==> config.mk <==
export PLATFORM = sky130hd
export DESIGN_NAME = cla_pipe_adder
export DESIGN_NICKNAME = d
export VERILOG_FILES = /design/src/rtl/cla_pipe_adder.sv
export SDC_FILE = /design/constraint.sdc
export NUM_CORES = 1
export LEC_CHECK = 0
export CAP_MARGIN = 20
export CORE_ASPECT_RATIO = 0.7
export CORE_MARGIN = 3
export CORE_UTILIZATION = 45
export DETAILED_ROUTE_END_ITERATION = 10
export PLACE_DENSITY = 0.72
export SLEW_MARGIN = 10
export SYNTH_ARGS = -nofsm -noshare
export SYNTH_HDL_FRONTEND = slang
export SYNTH_SLANG_ARGS = --single-unit
==> constraint.sdc <==
create_clock -name clk -period 5.6 [get_ports clk]
set_clock_uncertainty 0.2 [all_clocks]
set_input_delay 1.68 -clock clk [delete_from_list [all_inputs] [get_ports clk]]
set_output_delay 1.68 -clock clk [all_outputs]
set_load 0.01 [all_outputs]
==> src/rtl/cla_pipe_adder.sv <==
// Pipelined CLA adder/subtractor: one WIDTH/STAGES segment per stage, result STAGES cycles after accept.
// A single advance signal (~out_valid | out_ready) freezes every stage while the result waits.
module cla_pipe_adder #(
  parameter int WIDTH  = 32,
  parameter int STAGES = 2
) (
  input  logic             clk,
  input  logic             rst_n,
  input  logic             in_valid,
  output logic             in_ready,
  input  logic [WIDTH-1:0] x,
  input  logic [WIDTH-1:0] y,
  input  logic             cin,
  input  logic             sub,
  output logic             out_valid,
  input  logic             out_ready,
  output logic [WIDTH-1:0] s,
  output logic             cout,
  output logic             ovf,
  output logic             zero
);
  localparam int SEG = WIDTH / STAGES;
  localparam int NG  = SEG / 4;
  localparam int L   = STAGES - 1;

  // Returns {carry_out, sum}: 4-bit groups, then one lookahead tier across the groups.
  function automatic logic [SEG:0] seg_add(input logic [SEG-1:0] a, input logic [SEG-1:0] b,
                                           input logic c0);
    logic [SEG-1:0] p, g, c;
    logic [NG-1:0]  gg, gp;
    logic [NG:0]    gc;
    logic           acc;
    p = a ^ b;
    g = a & b;
    for (int j = 0; j < NG; j++) begin
      gg[j] = 1'b0;
      gp[j] = 1'b1;
      for (int i = 0; i < 4; i++) begin
        gg[j] = g[4*j+i] | (p[4*j+i] & gg[j]);
        gp[j] = gp[j] & p[4*j+i];
      end
    end
    for (int j = 0; j <= NG; j++) begin
      acc = c0;
      for (int i = 0; i < j; i++) acc = gg[i] | (gp[i] & acc);
      gc[j] = acc;
    end
    for (int j = 0; j < NG; j++) begin
      c[4*j] = gc[j];
      for (int i = 1; i < 4; i++) c[4*j+i] = g[4*j+i-1] | (p[4*j+i-1] & c[4*j+i-1]);
    end
    return {gc[NG], p ^ c};
  endfunction

  logic             advance;
  logic [WIDTH-1:0] b_op;
  logic             ce;

  assign advance  = ~out_valid | out_ready;
  assign in_ready = advance;
  assign b_op     = sub ? ~y : y;
  assign ce       = cin ^ sub;

  for (genvar k = 0; k < STAGES; k++) begin : g_stg
    localparam int DONE = (k + 1) * SEG;
    localparam int REM  = WIDTH - k * SEG;
    logic [2*REM-1:0] ops;       // {x bits still to add, B bits still to add}
    logic [DONE-1:0]  sum_done;
    logic             c_seg;
    logic             v_seg;
    logic [SEG:0]     res;

    if (k == 0) begin : g_src
      assign ops      = {x, b_op};
      assign c_seg    = ce;
      assign v_seg    = in_valid & in_ready;
      assign sum_done = res[SEG-1:0];
    end else begin : g_src
      assign ops      = g_stg[k-1].g_reg.pipe_q[2*REM + k*SEG - 1 : k*SEG];
      assign c_seg    = g_stg[k-1].g_reg.carry_q;
      assign v_seg    = g_stg[k-1].g_reg.vld_q;
      assign sum_done = {res[SEG-1:0], g_stg[k-1].g_reg.pipe_q[k*SEG-1:0]};
    end

    assign res = seg_add(ops[REM +: SEG], ops[0 +: SEG], c_seg);

    if (k < STAGES - 1) begin : g_reg
      localparam int NREM = REM - SEG;
      localparam int RW   = 2 * NREM + DONE;
      logic [RW-1:0] pipe_d, pipe_q;
      logic          carry_d, carry_q;
      logic          vld_d, vld_q;

      always_comb begin
        pipe_d  = pipe_q;
        carry_d = carry_q;
        vld_d   = vld_q;
        if (advance) begin
          pipe_d  = {ops[2*REM-1 : REM+SEG], ops[REM-1 : SEG], sum_done};
          carry_d = res[SEG];
          vld_d   = v_seg;
        end
      end

      always_ff @(posedge clk) begin
        if (!rst_n) begin
          pipe_q  <= '0;
          carry_q <= 1'b0;
          vld_q   <= 1'b0;
        end else begin
          pipe_q  <= pipe_d;
          carry_q <= carry_d;
          vld_q   <= vld_d;
        end
      end
    end
  end

  logic             out_valid_d, out_valid_q;
  logic [WIDTH-1:0] s_d, s_q;
  logic             cout_d, cout_q, ovf_d, ovf_q, zero_d, zero_q;
  logic             msb_carry;

  // Carry into the MSB recovered from the MSB's operand and sum bits.
  assign msb_carry = g_stg[L].ops[2*SEG-1] ^ g_stg[L].ops[SEG-1] ^ g_stg[L].res[SEG-1];

  always_comb begin
    out_valid_d = out_valid_q;
    s_d         = s_q;
    cout_d      = cout_q;
    ovf_d       = ovf_q;
    zero_d      = zero_q;
    if (advance) begin
      out_valid_d = g_stg[L].v_seg;
      s_d         = g_stg[L].sum_done;
      cout_d      = g_stg[L].res[SEG];
      ovf_d       = msb_carry ^ g_stg[L].res[SEG];
      zero_d      = ~|g_stg[L].sum_done;
    end
  end

  always_ff @(posedge clk) begin
    if (!rst_n) begin
      out_valid_q <= 1'b0;
      s_q         <= '0;
      cout_q      <= 1'b0;
      ovf_q       <= 1'b0;
      zero_q      <= 1'b0;
    end else begin
      out_valid_q <= out_valid_d;
      s_q         <= s_d;
      cout_q      <= cout_d;
      ovf_q       <= ovf_d;
      zero_q      <= zero_d;
    end
  end

  assign out_valid = out_valid_q;
  assign s         = s_q;
  assign cout      = cout_q;
  assign ovf       = ovf_q;
  assign zero      = zero_q;
endmodule

# == Word-level counts from Yosys, hierarchy flattened ==
# Cells that the tools add are included.
# word_totals
register_bits,86
inputBits,70
wordCells,161
# op_classes
bitwise,150
muxes,1
reduce_logical,2
# ops
operator,count
$and A1 B1 Y1,81
$xor A16 B16 Y16,4
$or A1 B1 Y1,57
$and A16 B16 Y16,2
$mux W32,1
$not A32 Y32,1
$reduce_or A32 Y1,1
$xor A1 B1 Y1,4
$logic_not A1 Y1,1
$not A1 Y1,1

# == Longest topological paths before layout ==
# Gate-level depths: netlist of run 1.
# logic_depth
word_depth,21
mapped_depth,15
mapped_depth_nobuf,14

# == Least setup slack after synthesis of run 1 ==
# No wires, ideal clock.
# synth_path
kind,in2reg
startpoint,input port sub
endpoint,register g_stg[0].g_reg.pipe_q[15]
t_required_ns,5.324
cell_stages,14
slack_ns,0.533
arrival_ns,4.791
path_cell_list,buf_4 -> buf_2 -> xor2_1 -> ha_1 -> and3_1 -> a221oi_2 -> o31ai_1 -> o41ai_2 -> fa_1 -> fa_1 -> fa_1 -> xnor2_1 -> nand2_1 -> a21boi_0
# synth_via
elab_chain_cells,20
word_cells_on_any_way,44
cone_classes,mux (1); bitwise (43)
# synth_rtl
element,line_no,rtl
start: declaration,14,"input logic sub,"
$mux W32,61,assign b_op = sub ? ~y : y;
$xor A16 B16 Y16 / $and A16 B16 Y16 (equally long branches),"33, 34",
$and A1 B1 Y1,39,gg[j] = g[4*j+i] | (p[4*j+i] & gg[j]);
$or A1 B1 Y1,39,
$and A1 B1 Y1,39,
$or A1 B1 Y1,39,
$and A1 B1 Y1,39,
$or A1 B1 Y1,39,
[... 4 more ...],-,
$or A1 B1 Y1,45,for (int i = 0; i < j; i++) acc = gg[i] | (gp[i] & acc);
$and A1 B1 Y1,50,for (int i = 1; i < 4; i++) c[4*j+i] = g[4*j+i-1] | (p[4*j+i-1] & c[4*j+i-1]);
$or A1 B1 Y1,50,
$and A1 B1 Y1,50,
$or A1 B1 Y1,50,
$and A1 B1 Y1,50,
$or A1 B1 Y1,50,
$xor A16 B16 Y16 (*),52,"return {gc[NG], p ^ c};"
end signal: assignment,111,pipe_q <= pipe_d;
end: declaration,90,"logic [RW-1:0] pipe_d, pipe_q;"
# Every way passes the cells marked *; elsewhere a longest branch is shown, timed or not.
# A chain may end at the register's enable or synchronous reset.

# == Worst setup path after layout of run 1 ==
# layout_path
startpoint,input port y[3]
endpoint,register g_stg[0].g_reg.pipe_q[15]
# layout_via
elab_chain_cells,17
word_cells_on_any_way,20
cone_classes,mux (1); bitwise (19)
# layout_rtl
element,line_no,rtl
start: declaration,12,"input logic [WIDTH-1:0] y,"
$not A32 Y32,61,
$mux W32 (*),61,
$xor A16 B16 Y16,33,p = a ^ b;
$and A1 B1 Y1 (on tied branches),"39, 40",
$or A1 B1 Y1 / $and A1 B1 Y1 (equally long branches),"39, 45",
$or A1 B1 Y1 (*),45,
$and A1 B1 Y1 (*),45,
$or A1 B1 Y1 (*),45,
$and A1 B1 Y1 (*),45,
$or A1 B1 Y1 (*),45,
$and A1 B1 Y1 (*),50,
$or A1 B1 Y1 (*),50,
$and A1 B1 Y1 (*),50,
$or A1 B1 Y1 (*),50,
$and A1 B1 Y1 (*),50,
$or A1 B1 Y1 (*),50,
$xor A16 B16 Y16 (*),52,
# Marks and branches as above.

==> results of run 1 <==
## sequential cells by signal, indices dropped and copies added, names as in the netlist
signal	flops
cout	1
g_stg.g_reg.carry_q	1
g_stg.g_reg.pipe_q	48
g_stg.g_reg.vld_q	1
out_valid	1
ovf	1
s	32
zero	1
## cell usage in the layout (no fill, tap or decap), types with 3 or more instances in the layout
| cell | n |
|---|---|
| sky130_fd_sc_hd__a31oi_1 | 3 |
| sky130_fd_sc_hd__clkbuf_16 | 9 |
| sky130_fd_sc_hd__nand4_1 | 7 |
| sky130_fd_sc_hd__clkdlybuf4s50_1 | 104 |
| sky130_fd_sc_hd__dfxtp_1 | 86 |
| sky130_fd_sc_hd__a21boi_0 | 48 |
| sky130_fd_sc_hd__nor4_1 | 6 |
| sky130_fd_sc_hd__inv_1 | 30 |
| sky130_fd_sc_hd__o21a_1 | 3 |
| sky130_fd_sc_hd__a21o_1 | 5 |
| sky130_fd_sc_hd__xor2_1 | 16 |
| sky130_fd_sc_hd__a21oi_1 | 9 |
| sky130_fd_sc_hd__o211a_1 | 33 |
| sky130_fd_sc_hd__buf_4 | 7 |
| sky130_fd_sc_hd__ha_1 | 32 |
| sky130_fd_sc_hd__fa_1 | 24 |
| sky130_fd_sc_hd__nand2_1 | 134 |
| sky130_fd_sc_hd__xnor2_1 | 24 |
| sky130_fd_sc_hd__nor2_1 | 3 |
| sky130_fd_sc_hd__nand3_1 | 4 |
| sky130_fd_sc_hd__clkbuf_8 | 3 |
| sky130_fd_sc_hd__a211o_1 | 3 |
| sky130_fd_sc_hd__o21ai_0 | 5 |
## cell type report
type / instances / area (um^2) / share of cell area, %
multi-input cells: 381 / 2910 / 45.8
flip-flops and latches: 86 / 1720 / 27.1
repair buffers: 113 / 1100 / 17.4
clock buffers: 13 / 270 / 4.25
well taps: 132 / 165 / 2.60
inverters: 31 / 118 / 1.85
clock inverters: 3 / 65.1 / 1.02
## synthesized netlist by cell type (2+ instances only)
| master | count |
|---|---|
| sky130_fd_sc_hd__buf_1 | 2 |
| sky130_fd_sc_hd__a21boi_0 | 48 |
| sky130_fd_sc_hd__fa_1 | 24 |
| sky130_fd_sc_hd__xnor2_1 | 24 |
| sky130_fd_sc_hd__inv_1 | 31 |
| sky130_fd_sc_hd__xor2_1 | 16 |
| sky130_fd_sc_hd__o21ai_0 | 5 |
| sky130_fd_sc_hd__a21oi_1 | 9 |
| sky130_fd_sc_hd__nor2_1 | 3 |
| sky130_fd_sc_hd__nand4_1 | 7 |
| sky130_fd_sc_hd__nor4_1 | 6 |
| sky130_fd_sc_hd__a21o_1 | 5 |
| sky130_fd_sc_hd__a31oi_1 | 3 |
| sky130_fd_sc_hd__nand3_1 | 4 |
| sky130_fd_sc_hd__clkbuf_1 | 15 |
| sky130_fd_sc_hd__and3_1 | 2 |
| sky130_fd_sc_hd__o211a_1 | 33 |
| sky130_fd_sc_hd__buf_2 | 14 |
| sky130_fd_sc_hd__a211o_1 | 3 |
| sky130_fd_sc_hd__dfxtp_1 | 86 |
| sky130_fd_sc_hd__o21a_1 | 3 |
| sky130_fd_sc_hd__nor2b_1 | 3 |
| sky130_fd_sc_hd__nand2_1 | 134 |
| sky130_fd_sc_hd__ha_1 | 32 |
## power groups by stage
stage	registers, mW	clock network, mW	logic (mW)
2_1_floorplan	0.752	0	0.263
5_1_grt	0.749	0.696	0.515
6_report	0.739	0.657	0.457
4_1_cts	0.739	0.669	0.465
3_3_place_gp	0.748	0	0.448
3_5_place_dp	0.752	0	0.460
## through the flow
| step | instances | cell area [um^2] | total power [mW] |
|---|---|---|---|
| finish | 759 | 6360 | 1.85 |
| global route | 759 | 6360 | 1.96 |
| CTS | 759 | 6360 | 1.87 |
| detailed placement | 743 | 6020 | 1.21 |
| global placement | 743 | 6020 | 1.20 |
| floorplan | 530 | 4880 | 1.02 |
## layer usage
metal	vias to the layer above	wire length [um]
li1	1973	-
met1	1823	5280
met2	97	5240
met3	8	632
met4	0	69
met5	-	0
## critical path: stages
cell	delay, ns
sky130_fd_sc_hd__clkdlybuf4s50_1	0.41
sky130_fd_sc_hd__xor2_1	0.15
sky130_fd_sc_hd__ha_1	0.36
sky130_fd_sc_hd__and3_1	0.20
sky130_fd_sc_hd__a221oi_2	0.11
sky130_fd_sc_hd__o31ai_1	0.51
sky130_fd_sc_hd__o41ai_2	0.13
sky130_fd_sc_hd__fa_1	0.44
sky130_fd_sc_hd__fa_1	0.43
sky130_fd_sc_hd__fa_1	0.41
sky130_fd_sc_hd__xnor2_1	0.14
sky130_fd_sc_hd__nand2_1	0.06
sky130_fd_sc_hd__a21boi_0	0.17
## cells by family (layout without fill, tap and decap cells)
family                   count (synthesis)  in the layout  share of synthesized area (%)
flip-flops                              86             86                           35.2
AO/OA/AOI/OAI                          120            120                           20.0
XOR/XNOR                                41             41                           7.51
buffers and inverters                   63            160                           5.28
adder cells (fa/ha/maj)                 56             56                           18.0
AND/OR/NAND/NOR                        164            164                           13.9
## worst min path at each step
stage                         startpoint  cells past startpoint  slack [ns]         to
detailed placement                 s[10]                      2        0.26      s[10]
global route                       s[21]                      2        0.28      s[21]
CTS                                s[10]                      2        0.27      s[10]
finish                             s[21]                      2        0.26      s[21]
floorplan           g_stg[0].g_reg.vld_q                      1        0.24  out_valid
global placement                   s[20]                      2        0.25      s[20]
==> key figures, run 1 <==
Clock tree
  • Number of levels the H-tree was split into: 3
  • Number of buffers inserted to repair setup after CTS: 0
  • Number of resized instances in the post-cts repair step: 0
  • Deepest clock path buffer count: 2
  • CTS tree: yes
  • Hold buffers post-CTS: 0
  • Clock sink total: 86
  • Number of buffers added by the clock tree synthesis step: 9
  • Latest clock arrival within the worst-skew pair: 0.34 ns
  • Master cell of the clock root buffer: sky130_fd_sc_hd__clkbuf_16
  • Clock slew at reported path FFs: 0.06 ns

Setup path
  • RR Endpoint: zero
  • Startpoint of the worst setup timing path: y[3]
  • Type of the worst setup path: in -> reg
  • Number of cells on the worst reg-to-reg path: 14
  • Data arrival at the endpoint of the critical path: 5.22 ns
  • Capturing element of the worst setup path: g_stg[0].g_reg.pipe_q[15]
  • Reg-to-reg slack, setup: 1.63 ns
  • Worst flop-to-flop path startpoint: g_stg[0].g_reg.pipe_q[19]
  • Worst EP required: 5.66 ns
  • Critical path startpoint category: input port
  • Biggest fanout along the worst timing path: 3
  • Worst Setup End Kind: register

GRT
  • Grt ovf: 0
  • Global router's overall resource usage: between 10% and 20%
  • Wire length of the first global-routing pass: 18300 um
  • Met2 usage: 30.4%
  • Global Route met1 Usage: 25.9%
  • Number of antenna violations at the first check in global routing: 0
  • Most Used Layer, Global Route: met2
  • Number of global-route vias before repair: between 3000 and 4000
  • Global routing usage on met3: 5.42%
  • Largest net degree at the start of global routing: 69

Placed design
  • Final weighted congestion in routability-driven placement: slightly below 0.8
  • DP HPWL: 8390 um
  • Number of input and output port buffers inserted: around 110
  • Place WS: around 0.12 ns

Power
  • Net Switching: 498 uW
  • Proportion of power drawn by flip-flops and latches: 39.9%
  • Switching part of the total power: 26.9%
  • Power density over the cells: 292 nW/um^2
  • Leakage Power: 2.95 nW
  • Worst vdd rail ir drop: 191 uV
  • Design internal power: 1.36 mW
  • Part of the total power dissipated in the clock network: 35.5%
  • Combinational cell fraction of total power: 24.6%

STA
  • Worst slew slack as a fraction of its limit: 35.6%
  • Worst hold slack after final layout: 0.262 ns
  • Worst setup slack after layout: around 0.44 ns
  • F_max: 194 MHz
  • Unrepaired setup endpoints after global routing: no
  • Final-report max-slew violation count: 0
  • Setup TNS: 0 ns
  • Worst Max-Slew Pin Slew: 0.966 ns
  • # setup viols final: 0
  • Portion of the clock cycle consumed by the worst path in the final layout: 92.1%
  • Min cycle time layout: ~5.2 ns
  • Hold Fails Final Rpt: 0

Layout
  • Area Overhead vs Synth: 30.1%
  • Number of fillers in the final layout: 922
  • N_diodes: 0
  • Number of nets in the finished design: 748
  • Layout cells sized above 1: under 10%
  • Share of the core filled with cells in the final layout: slightly above 60%

Die
  • Effective utilization at floorplan: 46.6%
  • Height of the chip: 93.2 um
  • Floorplan core area: 10500 um^2
  • Chip Width: between 100 and 150 um
  • FP Rows: 31
  • Count of pins on the block boundary: 107
  • Area of the die: ~12000 um^2

Detailed routing
  • Number of vias in the routed layout: 3901
  • Via-to-Cell Ratio: 5.14
  • Initial drt markers: between 150 and 200
  • DRT Pass-1 Iters: 6
  • Count of nets left with antenna violations after detail routing: 0
  • Total length of routed wires: 11200 um
  • # DRC: 0
  • Average detailed-routed wire length per instance: about 15 um

Synth
  • Synthesized area per cell: 9.22 um^2
  • Number of synthesized register bits: 86
  • Main area contributors after synthesis: sky130_fd_sc_hd__dfxtp_1 35%, sky130_fd_sc_hd__nand2_1 10%, sky130_fd_sc_hd__fa_1 9.8%
  • Post-synth ARST share: 0%
  • Synthesized net count: about 660
  • Number of instances in the synthesized netlist: 530
  • Most used flip-flop cell after synthesis: sky130_fd_sc_hd__dfxtp_1
  • EDFF count, synth: 0
  • Count of warnings emitted by yosys: 0
  • Number of different library cells in the post-synthesis netlist: 42
  • Top-area cell type share of the netlist area: 35.2%
  • Summed instance area of the synthesized netlist: 4880 um^2
  • Share of synthesized area occupied by flip-flops and latches: 35.2%
  • Biggest area consumer among synthesized cells: sky130_fd_sc_hd__dfxtp_1

Flow run
  • Max-capacitance violation count: 0

Worst hold path
  • Worst Hold Class: reg -> reg

Run status
  • Outcome: finished, final reports clean
No activity file was read; power rests on OpenSTA's default activity.
==> run 2, diff against run 1 <==
Settings changed: CAP_MARGIN 20 to unset, CTS_BUF_LIST set to sky130_fd_sc_hd__clkbuf_2 sky130_fd_sc_hd__clkbuf_4 sky130_fd_sc_hd__clkbuf_8.
==> run 2 against run 1 <==
  * Via count decreased by 0.59%
  * Sequential share of layout area increased by 0.42 points
  * Count of clock-buffer cells in the layout unchanged
  * Critical path type unchanged
  * Critical endpoint unchanged
  * Largest cell class unchanged
==> key figures, run 2 (synthesized netlist as in run 1, its figures left out) <==
Run status
  • Outcome: finished, final reports clean

Layout
  • N_diodes: 0 (unchanged)
  • Area Overhead vs Synth: 28.1%
  • Register with the highest flop count: g_stg.g_reg.pipe_q
  • Highest-count cells in the layout ignoring fill and taps: 134 x sky130_fd_sc_hd__nand2_1, 104 x sky130_fd_sc_hd__clkdlybuf4s50_1, 86 x sky130_fd_sc_hd__dfxtp_1, 48 x sky130_fd_sc_hd__a21boi_0, 33 x sky130_fd_sc_hd__o211a_1
  • Leading cell type in the layout, fill and taps excluded: sky130_fd_sc_hd__nand2_1
  • Layout cells sized above 1: 4.78% (+0.16 points)
  • Largest register FFs: 48 (unchanged)
  • Number of nets in the finished design: 748 (unchanged)
  • Number of fillers in the final layout: 933 (+1.2%)

Detailed routing
  • Initial drt markers: 181 (+4.6%)
  • Count of nets left with antenna violations after detail routing: 0 (unchanged)
  • Total length of routed wires: 11100 um (-1.5%)
  • Number of vias in the routed layout: 3878 (-0.59%)
  • DRT Pass-1 Iters: 4 (-2)
  • Average detailed-routed wire length per instance: 14.6 um (-1.5%)
  • # DRC: 0 (unchanged)
  • Via-to-Cell Ratio: 5.11 (-0.59%)

Setup path
  • Startpoint of the worst setup timing path: y[3]
  • Type of the worst setup path: in -> reg
  • Biggest fanout along the worst timing path: 3 (unchanged)
  • Data arrival at the endpoint of the critical path: 5.16 ns (-0.06 ns)
  • Worst Setup End Kind: register
  • Worst flop-to-flop path startpoint: g_stg[0].g_reg.pipe_q[19]
  • Worst EP required: 5.68 ns (+0.02 ns)
  • Critical path startpoint category: input port

Worst hold path
  • Hold_sp: s[21]
  • Worst Hold Class: reg -> reg

Clock tree
  • Deepest clock path buffer count: 2 (unchanged)
  • Number of buffers inserted to repair setup after CTS: 0 (unchanged)
  • Hold buffers post-CTS: 0 (unchanged)
  • Latest clock arrival within the worst-skew pair: 0.35 ns (about the same)
  • Number of resized instances in the post-cts repair step: 0 (unchanged)
  • Clock sink total: 86 (unchanged)
  • Number of buffers added by the clock tree synthesis step: 9 (unchanged)
  • Clock slew at reported path FFs: 0.08 ns (+0.02 ns)
  • Master cell of the clock root buffer: sky130_fd_sc_hd__clkbuf_8
  • Number of levels the H-tree was split into: 3 (unchanged)
  • CTS tree: yes

Power
  • Combinational cell fraction of total power: 26.8% (+2.2 points)
  • Worst vdd rail ir drop: 142 uV (-25%)
  • Power density over the cells: 271 nW/um^2 (-7.1%)
  • Net Switching: 476 uW (-4.5%)
  • Part of the total power dissipated in the clock network: 29.7% (-5.8 points)
  • Leakage Power: 2.90 nW (-1.5%)
  • Switching part of the total power: 28.0% (+1.2 points)
  • Design internal power: 1.22 mW (-10%)
  • Proportion of power drawn by flip-flops and latches: 43.5% (+3.6 points)

Flow run
  • Max-capacitance violation count: 0 (unchanged)

Die
  • Floorplan core area: 10500 um^2 (unchanged)
  • Chip Width: 131 um (unchanged)
  • FP Rows: 31 (unchanged)
  • Area of the die: 12200 um^2 (unchanged)
  • Effective utilization at floorplan: 46.6% (unchanged)
  • Count of pins on the block boundary: 107 (unchanged)
  • Height of the chip: 93.2 um (unchanged)

STA
  • Portion of the clock cycle consumed by the worst path in the final layout: 90.6% (-1.5 points)
  • # setup viols final: 0 (unchanged)
  • Worst hold slack after final layout: 0.265 ns (+0.00297 ns)
  • Hold Fails Final Rpt: 0 (unchanged)
  • F_max: 197 MHz (+1.7%)
  • Setup TNS: 0 ns (unchanged)
  • Worst Max-Slew Pin Slew: 0.953 ns (-0.0125 ns)
  • Min cycle time layout: 5.07 ns (-0.0849 ns)
  • Worst slew slack as a fraction of its limit: 36.5% (+0.84 points)
  • Final-report max-slew violation count: 0 (unchanged)
  • Unrepaired setup endpoints after global routing: no

GRT
  • Wire length of the first global-routing pass: 18100 um (-1.2%)
  • Grt ovf: 0 (unchanged)
  • Number of global-route vias before repair: 3779 (+0.16%)
  • Number of antenna violations at the first check in global routing: 0 (unchanged)
  • Global router's overall resource usage: 18.7% (-0.33 points)
  • Largest net degree at the start of global routing: 69 (unchanged)

Placed design
  • Number of input and output port buffers inserted: 106 (unchanged)
  • Final weighted congestion in routability-driven placement: 0.780 (unchanged)
  • DP HPWL: 8390 um (unchanged)
run 2: cell counts in the layout (fill, tap and decap cells not counted):
Identical to the previous run, type by type.
run 2: critical path, stage by stage:
cell and delay, ns:
sky130_fd_sc_hd__clkdlybuf4s50_1 0.41, sky130_fd_sc_hd__xor2_1 0.15, sky130_fd_sc_hd__ha_1 0.36, sky130_fd_sc_hd__and3_1 0.20, sky130_fd_sc_hd__a221oi_2 0.11, sky130_fd_sc_hd__o31ai_1 0.46
sky130_fd_sc_hd__o41ai_2 0.12, sky130_fd_sc_hd__fa_1 0.43, sky130_fd_sc_hd__fa_1 0.43, sky130_fd_sc_hd__fa_1 0.42, sky130_fd_sc_hd__xnor2_1 0.14, sky130_fd_sc_hd__nand2_1 0.06
sky130_fd_sc_hd__a21boi_0 0.17
run 2: final cells by class:
| class | count | area, um^2 | share of cell area (%) |
|---|---|---|---|
| Sequential cell | 86 | 1720 | 27.5 |
| Clock buffer | 13 | 173 | 2.76 |
| Tap cell | 132 | 165 | 2.64 |
| Clock inverter | 3 | 65.1 | 1.04 |
| Multi-Input combinational cell | 381 | 2910 | 46.5 |
| Inverter | 31 | 118 | 1.88 |
| Timing Repair Buffer | 113 | 1100 | 17.6 |
run 2: path summary, 6_finish.rpt:
| kind | end | slack (ns) | cells after the start |
|---|---|---|---|
| max | g_stg[0].g_reg.pipe_q[15] | 0.53 | 13 |
| min | s[21] | 0.27 | 2 |
| max reg2reg | zero | 1.58 | 14 |
| min reg2reg | s[21] | 0.27 | 2 |
run 2: power by group through the flow:
stage / Sequential, mW / Clock (mW) / Combinational [mW]
final: 0.738 / 0.503 / 0.455
after global routing: 0.748 / 0.539 / 0.514
after detailed placement: 0.752 / 0 / 0.460
after global placement: 0.748 / 0 / 0.448
after CTS: 0.738 / 0.515 / 0.463
after floorplan: 0.752 / 0 / 0.263
run 2: metrics by stage:
step | power, mW | cells | cell area (um^2) | worst slack [ns] | utilization, %
after floorplan | 1.02 | 530 | 4880 | 0.533 | -
after global routing | 1.80 | 759 | 6260 | 0.267 | 59.8
after CTS | 1.72 | 759 | 6260 | 0.497 | 59.8
after global placement | 1.20 | 743 | 6020 | 0.254 | 57.5
after detailed placement | 1.21 | 743 | 6020 | 0.118 | 57.5
final | 1.70 | 759 | 6260 | 0.529 | 59.8
run 2: layer usage:
metal	vias to the layer above	global-route usage, %	wire length, um
met5	-	0	0
met4	0	4.28	76
met3	10	5.08	598
met2	80	29.7	5190
met1	1815	25.5	5190
li1	1973	-	-
==> run 3, diff against run 2 <==
--- a/config.mk
+++ b/config.mk
@@ -12,4 +12,5 @@
 export DETAILED_ROUTE_END_ITERATION = 10
+export MAX_ROUTING_LAYER = met4
 export PLACE_DENSITY = 0.72
-export SLEW_MARGIN = 10
+export SLEW_MARGIN = 20
 export SYNTH_ARGS = -nofsm -noshare
==> constraint.sdc (replaced) <==
create_clock -name clk -period 5.6 [get_ports clk]
set_clock_uncertainty 0.2 [all_clocks]
set_input_delay 0.56 -clock clk [delete_from_list [all_inputs] [get_ports clk]]
set_output_delay 0.56 -clock clk [all_outputs]
set_load 0.01 [all_outputs]
==> run 3 against run 2 <==
  * Core utilization is 0.79 points lower
  * Non-clock buffer count shrank 3
  * Via count rose by 0.52%
  * Sequential power about the same
  * Wire length increased by 1.3%
  * Combinational power barely moved
  * Count of clock-buffer cells in the layout unchanged
  * Setup slack better by 1.0 ns
  * Critical endpoint is now zero
  * Highest routed layer unchanged
==> key figures, run 3 (synthesized netlist as in run 1, its figures left out) <==
Run status
  • Outcome: finished, final reports clean

Detailed routing
  • Count of nets left with antenna violations after detail routing: 0 (unchanged)
  • Average detailed-routed wire length per instance: 14.9 um (+2.0%)
  • # DRC: 0 (unchanged)
  • Number of vias in the routed layout: 3898 (+0.52%)
  • Initial drt markers: 251 (+39%)
  • DRT Pass-1 Iters: 4 (unchanged)
  • Total length of routed wires: 11200 um (+1.3%)
  • Via-to-Cell Ratio: 5.17 (+1.2%)

GRT
  • Global router's overall resource usage: 19.7% (+1.0 points)
  • Wire length of the first global-routing pass: 18700 um (+3.2%)
  • Number of global-route vias before repair: 3893 (+3.0%)
  • Number of antenna violations at the first check in global routing: 0 (unchanged)
  • Largest net degree at the start of global routing: 89 (+29%)
  • Grt ovf: 0 (unchanged)

Setup path
  • Number of cells on the critical path: 14 (+1)
  • CP max-delay cell: sky130_fd_sc_hd__nor4_1
  • Top cell by count, worst path: sky130_fd_sc_hd__fa_1
  • Type of the worst setup path: reg -> reg
  • Worst path max stage delay: 0.48 ns (+0.02 ns)
  • Worst EP required: 5.70 ns (+0.02 ns)
  • Worst Setup End Kind: register
  • Cell type group with the largest total delay on the critical path: adder cells
  • Buf/Inv on CP: 1 (unchanged)
  • Cells along the critical path: ha_1 -> a211o_1 -> o2111ai_1 -> o21ai_0 -> a21oi_1 -> inv_1 -> fa_1 -> fa_1 -> fa_1 -> nor4_1 -> nand4_1 -> nor3_1 -> a21oi_1 -> nor2b_1
  • Critical path startpoint category: register
  • Startpoint of the worst setup timing path: g_stg[0].g_reg.pipe_q[16]
  • Number of cells on the worst reg-to-reg path: 14 (unchanged)
  • Biggest fanout along the worst timing path: 3 (unchanged)
  • Data arrival at the endpoint of the critical path: 4.13 ns (-1.03 ns)
  • Worst flop-to-flop path startpoint: g_stg[0].g_reg.pipe_q[16]

Layout
  • Register with the highest flop count: g_stg.g_reg.pipe_q
  • Highest-count cells in the layout ignoring fill and taps: 134 x sky130_fd_sc_hd__nand2_1, 104 x sky130_fd_sc_hd__clkdlybuf4s50_1, 86 x sky130_fd_sc_hd__dfxtp_1, 48 x sky130_fd_sc_hd__a21boi_0, 33 x sky130_fd_sc_hd__o211a_1
  • Largest register FFs: 48 (unchanged)
  • N_diodes: 0 (unchanged)
  • Leading cell type in the layout, fill and taps excluded: sky130_fd_sc_hd__nand2_1
  • Area Overhead vs Synth: 26.4%
  • Number of nets in the finished design: 745 (-0.40%)
  • Layout cells sized above 1: 4.02% (-0.77 points)
  • Final Cell Area: 6180 um^2 (-1.3%)

Die
  • Count of pins on the block boundary: 107 (unchanged)
  • Effective utilization at floorplan: 46.6% (unchanged)
  • Height of the chip: 93.2 um (unchanged)
  • Chip Width: 131 um (unchanged)
  • Area of the die: 12200 um^2 (unchanged)
  • FP Rows: 31 (unchanged)
  • Floorplan core area: 10500 um^2 (unchanged)

STA
  • Unrepaired setup endpoints after global routing: no
  • Worst slew slack as a fraction of its limit: 40.2% (+3.8 points)
  • # setup viols final: 0 (unchanged)
  • F_max: 248 MHz (+26%)
  • Worst Max-Slew Pin Slew: 0.896 ns (-0.0568 ns)
  • Min cycle time layout: 4.03 ns (-1.04 ns)
  • Final-report max-slew violation count: 0 (unchanged)
  • Portion of the clock cycle consumed by the worst path in the final layout: 71.9% (-19 points)
  • Hold Fails Final Rpt: 0 (unchanged)
  • Setup TNS: 0 ns (unchanged)

Power
  • Power density over the cells: 259 nW/um^2 (-4.4%)
  • Leakage Power: 2.86 nW (-1.5%)
  • Worst vdd rail ir drop: 137 uV (-3.8%)

Placed design
  • Placed cell areas: 6000 um^2 (-0.37%)
  • Final weighted congestion in routability-driven placement: 0.826 (+5.9%)
  • Number of input and output port buffers inserted: 106 (unchanged)
  • DP HPWL: 8290 um (-1.2%)

Clock tree
  • Master cell of the clock root buffer: sky130_fd_sc_hd__clkbuf_8
  • CTS tree: yes
  • Deepest clock path buffer count: 2 (unchanged)
  • Latest clock arrival within the worst-skew pair: 0.36 ns (about the same)
  • Clock sink total: 86 (unchanged)
  • Number of buffers inserted to repair setup after CTS: 0 (unchanged)
  • Number of resized instances in the post-cts repair step: 0 (unchanged)
  • Hold buffers post-CTS: 0 (unchanged)
  • Number of levels the H-tree was split into: 3 (unchanged)
  • Clock slew at reported path FFs: 0.08 ns (about the same)
  • Number of buffers added by the clock tree synthesis step: 9 (unchanged)

Worst hold path
  • Worst Hold Class: reg -> reg
  • Hold_sp: s[29]
  • Hold Path Depth: 2 (unchanged)

Flow run
  • Max-capacitance violation count: 0 (unchanged)
[run 3: cell type report]
cell class                 count  area, um^2
sequential                    86        1720
multi-input combinational    381        2910
tap                          132         165
inverter                      31         118
fill                         939        4300
timing repair buffer         110        1080
clock inverter                 1        5.00
clock buffer                  13         173
[run 3: routing by layer]
metal / GRT usage (%) / routed length (um) / up-vias
li1: - / - / 1957
met1: 26.6 / 5400 / 1852
met2: 31.2 / 5200 / 76
met3: 4.28 / 492 / 13
met4: 3.60 / 109 / 0
met5: - / 0 / -
[run 3: stage by stage]
| step | hold slack, ns | setup slack [ns] | total power [mW] | utilization (%) | std cells |
|---|---|---|---|---|---|
| 2_1_floorplan | 0.241 | 1.65 | 1.02 | - | 530 |
| 3_3_place_gp | 0.252 | 1.27 | 1.19 | 57.3 | 740 |
| 3_5_place_dp | 0.260 | 1.18 | 1.21 | 57.3 | 740 |
| 4_1_cts | 0.271 | 1.52 | 1.62 | 59.0 | 754 |
| 5_1_grt | 0.288 | 1.21 | 1.70 | 59.0 | 754 |
| 6_report | 0.266 | 1.57 | 1.60 | 59.0 | 754 |
[run 3: final timing paths]
check | slack (ns) | end
worst max register to register | 1.57 | zero
worst min register to register | 0.27 | s[29]
worst min-delay path | 0.27 | s[29]
worst max-delay path | 1.57 | zero
[run 3: power breakdown]
group | leakage, nW | internal (mW) | switching, mW
clock | 0.0948 | 0.197 | 0.209
sequential | 0.713 | 0.683 | 0.0551
combinational | 2.05 | 0.243 | 0.213
[run 3: worst min-delay path, delay by kind of cell, from the launching register on]
family | cells | cell delay [ns]
AO/OA/AOI/OAI | 1 | 0.06
flip-flops | 1 | 0.31
AND/OR/NAND/NOR | 1 | 0.05
